--- src/rtl/display_scan_sched.sv ---
// Time-multiplexed 7-segment scan scheduler with blanking on mode change.
// Optional SCAN_BRIGHT_EN adds a 3-bit per-slot brightness duty control.
module display_scan_sched #(
  parameter int DIGITS      = 8,
  parameter int SCAN_DIV    = 50000,
  parameter int BLANK_SCANS = 2
) (
  input  logic                  clk,
  input  logic                  rst_n,
  input  logic [1:0]            mode,
  input  logic [4*DIGITS-1:0]   id_digits,
  input  logic [4*DIGITS-1:0]   clk_digits,
  input  logic [4*DIGITS-1:0]   mul_digits,
`ifdef SCAN_BRIGHT_EN
  input  logic [2:0]            bright,
`endif
  output logic [DIGITS-1:0]     dig_n,
  output logic [7:0]            seg_n,
  output logic                  frame_start
);

  localparam int CW = $clog2(SCAN_DIV);
  localparam int IW = (DIGITS > 1) ? $clog2(DIGITS) : 1;
  localparam int FW = $clog2(BLANK_SCANS + 1);

  typedef enum logic [1:0] {
    S_OFF,
    S_BLANK,
    S_SHOW
  } state_t;

  state_t            state, state_d;
  logic [CW-1:0]     cnt, cnt_d;
  logic [IW-1:0]     idx, idx_d;
  logic [FW-1:0]     frames, frames_d;
  logic [1:0]        mode_q;
  logic [DIGITS-1:0] dig_q, onehot_n;
  logic [7:0]        seg_q, seg_dec;
  logic              fs_q;
  logic              tick, wrap, change, load;
  logic [4*DIGITS-1:0] bus;
  logic [3:0]        nib;

  always_comb begin
    tick     = (cnt == CW'(SCAN_DIV - 1));
    wrap     = tick && (idx == IW'(DIGITS - 1));
    change   = (mode != mode_q);
    state_d  = state;
    cnt_d    = tick ? '0 : cnt + 1'b1;
    idx_d    = idx;
    frames_d = frames;
    load     = 1'b0;
    if (tick)
      idx_d = wrap ? '0 : idx + 1'b1;
    unique case (state)
      S_OFF: begin
        cnt_d    = '0;
        idx_d    = '0;
        frames_d = '0;
      end
      S_BLANK: begin
        if (wrap) begin
          if (frames == FW'(BLANK_SCANS - 1)) begin
            frames_d = '0;
            state_d  = (mode_q != 2'b00) ? S_SHOW : S_OFF;
            load     = (mode_q != 2'b00);
          end else begin
            frames_d = frames + 1'b1;
          end
        end
      end
      S_SHOW: load = tick;
      default: state_d = S_OFF;
    endcase
    // A mode change overrides any advance landing in the same cycle
    if (change) begin
      cnt_d    = '0;
      idx_d    = '0;
      frames_d = '0;
      load     = 1'b0;
      state_d  = (mode == 2'b00) ? S_OFF : S_BLANK;
    end
  end

  always_comb begin
    unique case (mode_q)
      2'b01:   bus = id_digits;
      2'b10:   bus = clk_digits;
      2'b11:   bus = mul_digits;
      default: bus = '0;
    endcase
    nib      = bus[4*idx_d +: 4];
    onehot_n = ~(DIGITS'(1) << idx_d);
  end

  always_comb begin
    unique case (nib)
      4'd0:    seg_dec = 8'hC0;
      4'd1:    seg_dec = 8'hF9;
      4'd2:    seg_dec = 8'hA4;
      4'd3:    seg_dec = 8'hB0;
      4'd4:    seg_dec = 8'h99;
      4'd5:    seg_dec = 8'h92;
      4'd6:    seg_dec = 8'h82;
      4'd7:    seg_dec = 8'hF8;
      4'd8:    seg_dec = 8'h80;
      4'd9:    seg_dec = 8'h90;
      4'd11:   seg_dec = 8'hBF;
      default: seg_dec = 8'hFF;
    endcase
  end

`ifdef SCAN_BRIGHT_EN
  logic [2:0]  bright_q;
  logic [31:0] thr;
  logic        lit;

  always_comb begin
    thr = ((32'(bright_q) + 32'd1) * 32'(SCAN_DIV)) >> 3;
    lit = (32'(cnt) < thr);
  end

  always_ff @(posedge clk or negedge rst_n) begin
    if (!rst_n)
      bright_q <= '0;
    else if (load)
      bright_q <= bright;
  end

  assign dig_n = dig_q | {DIGITS{~lit}};
`else
  assign dig_n = dig_q;
`endif

  assign seg_n       = seg_q;
  assign frame_start = fs_q;

  always_ff @(posedge clk or negedge rst_n) begin
    if (!rst_n) begin
      state  <= S_OFF;
      cnt    <= '0;
      idx    <= '0;
      frames <= '0;
      mode_q <= 2'b00;
      dig_q  <= '1;
      seg_q  <= 8'hFF;
      fs_q   <= 1'b0;
    end else begin
      state  <= state_d;
      cnt    <= cnt_d;
      idx    <= idx_d;
      frames <= frames_d;
      mode_q <= mode;
      fs_q   <= 1'b0;
      if (state_d != S_SHOW) begin
        dig_q <= '1;
        seg_q <= 8'hFF;
      end else if (load) begin
        dig_q <= onehot_n;
        seg_q <= seg_dec;
        fs_q  <= (idx_d == '0);
      end
    end
  end

endmodule

--- config.mk ---
export PLATFORM = sky130hd
export DESIGN_NAME = display_scan_sched
export DESIGN_NICKNAME = d
export VERILOG_FILES = /design/src/rtl/display_scan_sched.sv
export SDC_FILE = /design/constraint.sdc
export NUM_CORES = 1
export LEC_CHECK = 0
export ABC_CLOCK_PERIOD_IN_PS = 4000
export CORE_ASPECT_RATIO = 0.75
export CORE_MARGIN = 2
export CORE_UTILIZATION = 46
export CTS_CLUSTER_DIAMETER = 120
export DETAILED_ROUTE_END_ITERATION = 10
export PLACE_DENSITY = 0.78
export RECOVER_POWER = 25
export SLEW_MARGIN = 20
export SYNTH_ARGS = -nofsm -noshare
export SYNTH_HDL_FRONTEND = slang
export SYNTH_SLANG_ARGS = --single-unit
--- constraint.sdc ---
create_clock -name clk -period 4 [get_ports clk]
set_input_delay 0.6 -clock clk [delete_from_list [all_inputs] [get_ports clk]]
set_output_delay 0.6 -clock clk [all_outputs]
set_load 0.01 [all_outputs]
==> results.ini <==
[cts]
clock_tree.buffer_depth = 2
clock_tree.root_cell = clkbuf_8
clk_transition_reported_paths_ns = 0.09
cts.sinks = 41
tritoncts = yes
cts_buffers = 5
cts_max_level = 2
worstSkewPairLatency_ns = 0.29

[timing]
hold-worst-slack_ns = 0.484
min_period_over_period_pct = 93.3
finalSetupViolCount = 0
grt_setup_unrepaired = false
timing_worst_slew_pin_value_ns = 2.19
timing.slew.headroom_pct = -46.1
drv_slew = 42
finalClockSkew_ns = 0.00901
fmaxAchievable_mhz = 268
finalWorstPathRequiredPeriod_ns = 3.73
hold_violations = 0

[floorplan]
die_w_um = 103
design.portCount = 117
die_area_um2 = 8040
initial_utilization_pct = 46.7
fp.dieH_um = 78.2
design.core.area_um2 = 7230
placement_rows = 27

[logic_synthesis]
portion_of_the_post_synthesis_area_used_by_sequential_elements_pct = 31.0
yosys.cell_count.top_type = nor2_1
netlist_instances = 368
yosysUniqueCellTypes = 69
synthDominantCellAreaShare_pct = 19.3
post_synth_main_area_contributors = dfrtp_1 (19%), dfstp_2 (12%), mux2_2 (11%)
synthesis.yosys.warnings = 0
post_synth_instance_area_um2 = 3370
synth_fp_nets = 480
synth_flop_cell = dfrtp_1
synth-edff-count = 0
synth_top_cell_by_area = dfrtp_1
synth_commonest_cells = nor2_1 (39), mux2_2 (33), dfrtp_1 (26)
synthesis.area_per_instance_um2 = 9.17
synth.ff_latch_count = 41
synthArstFlopShare_pct = 100

[setup_path]
path_common_cell = or4_4
path_cells = or4_4 -> or4_4 -> o211a_2 -> a221oi_1 -> o32ai_1 -> a221oi_2 -> ha_1 -> inv_1 -> or3_1 -> a21oi_2
timing.setup.critical_path_class = reg -> reg
crit_path_max_fanout = 12
worst-path-buf-inv = 1
max_stage_delay_ns = 0.60
crit_arrival_ns = 3.97
timing.critical_path.slowest_stage_cell = or4_4
path_delay_family = simple AND/OR/NAND/NOR gates
critPathRequiredTime_ns = 4.24
cp-end-kind = register
timing.critical_path.from_type = register

[place]
place_congestion = 0.956
placedInstanceArea_um2 = 4620
io_port_bufs = 115
dp.final_hpwl_mm = 7.89
dpl.cell_count = 574

[grt]
grt_pass1_wl_mm = 16.3
number_of_global_route_vias_before_repair = 3369
grt_overall_usage_pct = 25.1
grt_antenna_before_repair = 0
globalRoute.totalOverflow = 0
maximum_number_of_pins_on_one_net_before_global_route_repair = 42

[route]
first_iter_violations = 332
routed_len_inst_um = 17.2
routed_via_density = 5.80
routed-via-count = 3384
detailedRoute.firstPassIterationCount = 5
drc = 0
wirelength_mm = 10.1
final_ant_viol_nets = 0

[pwr]
power_leakage_nw = 1.85
power_per_cell_area_nw_per_um2 = 231
vdd_ir_drop_max_v = 0.000119

[final_layout]
layout-area-overhead-vs-synth_pct = 41.8
antennaDiodeCount = 0
drive_gt1_share_pct = 19.9
postLayoutCellArea_um2 = 4790
finalNonFillerCells = 583
final_net_count = 593
layout.filler_cells = 597

[status]
violations_in_the_final_reports = capacitance limit, slew limit
outcome = complete, but fails checks

[worst_hold_path]
worst_hold_path_type = reg -> reg

[run]
cap_viol_max_count = 1

## cell families (layout without fill, tap and decap cells)
family / count (synthesis) / in the layout / share of synthesized area [%]
AOI/OAI and AO/OA: 103 / 103 / 23.5
xor gates and xnor gates: 15 / 15 / 3.89
adders and majority gates: 12 / 12 / 4.45
buffers and inverters: 31 / 145 / 4.78
DFF: 41 / 41 / 31.0
muxes: 42 / 42 / 13.7
other: 1 / 1 / 0.111
and+or+nand+nor: 123 / 123 / 18.6
## power breakdown
group	switching [mW]	internal, mW	total, mW	leakage, nW
sequential	0.00327	0.419	0.422	0.513
clock	0.157	0.251	0.408	0.0687
combinational	0.115	0.158	0.273	1.26
## layer usage
metal  routed length, µm  vias up  global-route usage (%)
met5                   0        -                       0
met4                 193        0                    7.24
li1                    -     1609                       -
met1                4170     1584                    32.2
met2                5000      173                    43.2
met3                 685       18                    4.27
## stage by stage
step / TNS (ns) / setup WS (ns) / utilization (%) / total power, mW
final: 0 / 0.267 / 66.2 / 1.10
after global routing: 0 / 0.0954 / 66.2 / 1.15
after CTS: 0 / 0.146 / 65.8 / 1.11
after detailed placement: -0.0264 / -0.0264 / 63.8 / 0.698
after global placement: 0 / 0.160 / 63.8 / 0.692
after floorplan: 0 / 0.323 / - / 0.561
## flip-flops by register name (all words and copies together) (netlist names)
| register | flops |
|---|---|
| idx | 3 |
| cnt | 16 |
| frame_start | 1 |
| seg_n | 7 |
| dig_n | 8 |
| mode_q | 2 |
| frames | 2 |
| state | 2 |
## placed cells by master (no fill, tap or decap), types with 3 or more instances in the layout
cell,Yosys,layout
a21oi_1,11,11
a21oi_2,6,6
a221oi_1,5,4
a22o_1,18,18
a22oi_1,10,10
a31oi_1,4,4
and2_1,3,3
and3_1,6,6
and3_2,3,3
buf_4,3,14
clkbuf_8,2,5
clkdlybuf4s50_1,0,112
dfrtp_1,26,26
dfstp_2,15,15
ha_1,12,12
inv_1,7,7
mux2_2,33,33
mux2i_1,9,9
nand2_1,24,24
nand3_1,12,12
nand4_1,4,4
nor2_1,39,39
nor3_1,8,8
o211ai_1,3,3
o21ai_0,18,18
o32ai_1,3,3
or3_1,4,4
xnor2_1,5,5
xor2_1,10,10
## worst register-to-register path, cell delays in order (launching register included)
cell	delay, ns
dfrtp_1	0.44
or4_4	0.60
or4_4	0.59
o211a_2	0.37
a221oi_1	0.29
o32ai_1	0.15
a221oi_2	0.40
ha_1	0.26
inv_1	0.07
or3_1	0.38
a21oi_2	0.13
## repair_timing
action,in CTS,in global routing
hold buffers,0,0
pin swaps,0,1
buffers inserted,0,1
endpoints found under the setup margin,2,3
resized for setup,1,4
gates cloned,0,0
## worst paths after layout
check / startpoint / endpoint / slack, ns / depth (start not counted)
worst max-delay path: cnt[11]$_DFF_PN0_ / seg_n[2]$_DFFE_PN1P_ / 0.27 / 10
worst min-delay path: cnt[0]$_DFF_PN0_ / cnt[0]$_DFF_PN0_ / 0.48 / 1
worst max register to register: cnt[11]$_DFF_PN0_ / seg_n[2]$_DFFE_PN1P_ / 0.27 / 10
worst min register to register: cnt[0]$_DFF_PN0_ / cnt[0]$_DFF_PN0_ / 0.48 / 1
max in group asynchronous: rst_n / frame_start$_DFF_PN0_ / 1.80 / 1
min in group asynchronous: rst_n / cnt[5]$_DFF_PN0_ / 0.94 / 1
## cell type report
cell class | count | area, µm² | area share (%)
multi-input cells | 296 | 2200 | 45.9
clock buffers | 5 | 68.8 | 1.44
flip-flops and latches | 41 | 1040 | 21.8
clock inverters | 3 | 68.8 | 1.44
well taps | 101 | 126 | 2.64
inverters | 8 | 30.0 | 0.627
repair buffers | 129 | 1250 | 26.1
Note: power is estimated with default switching activity, not from simulation.
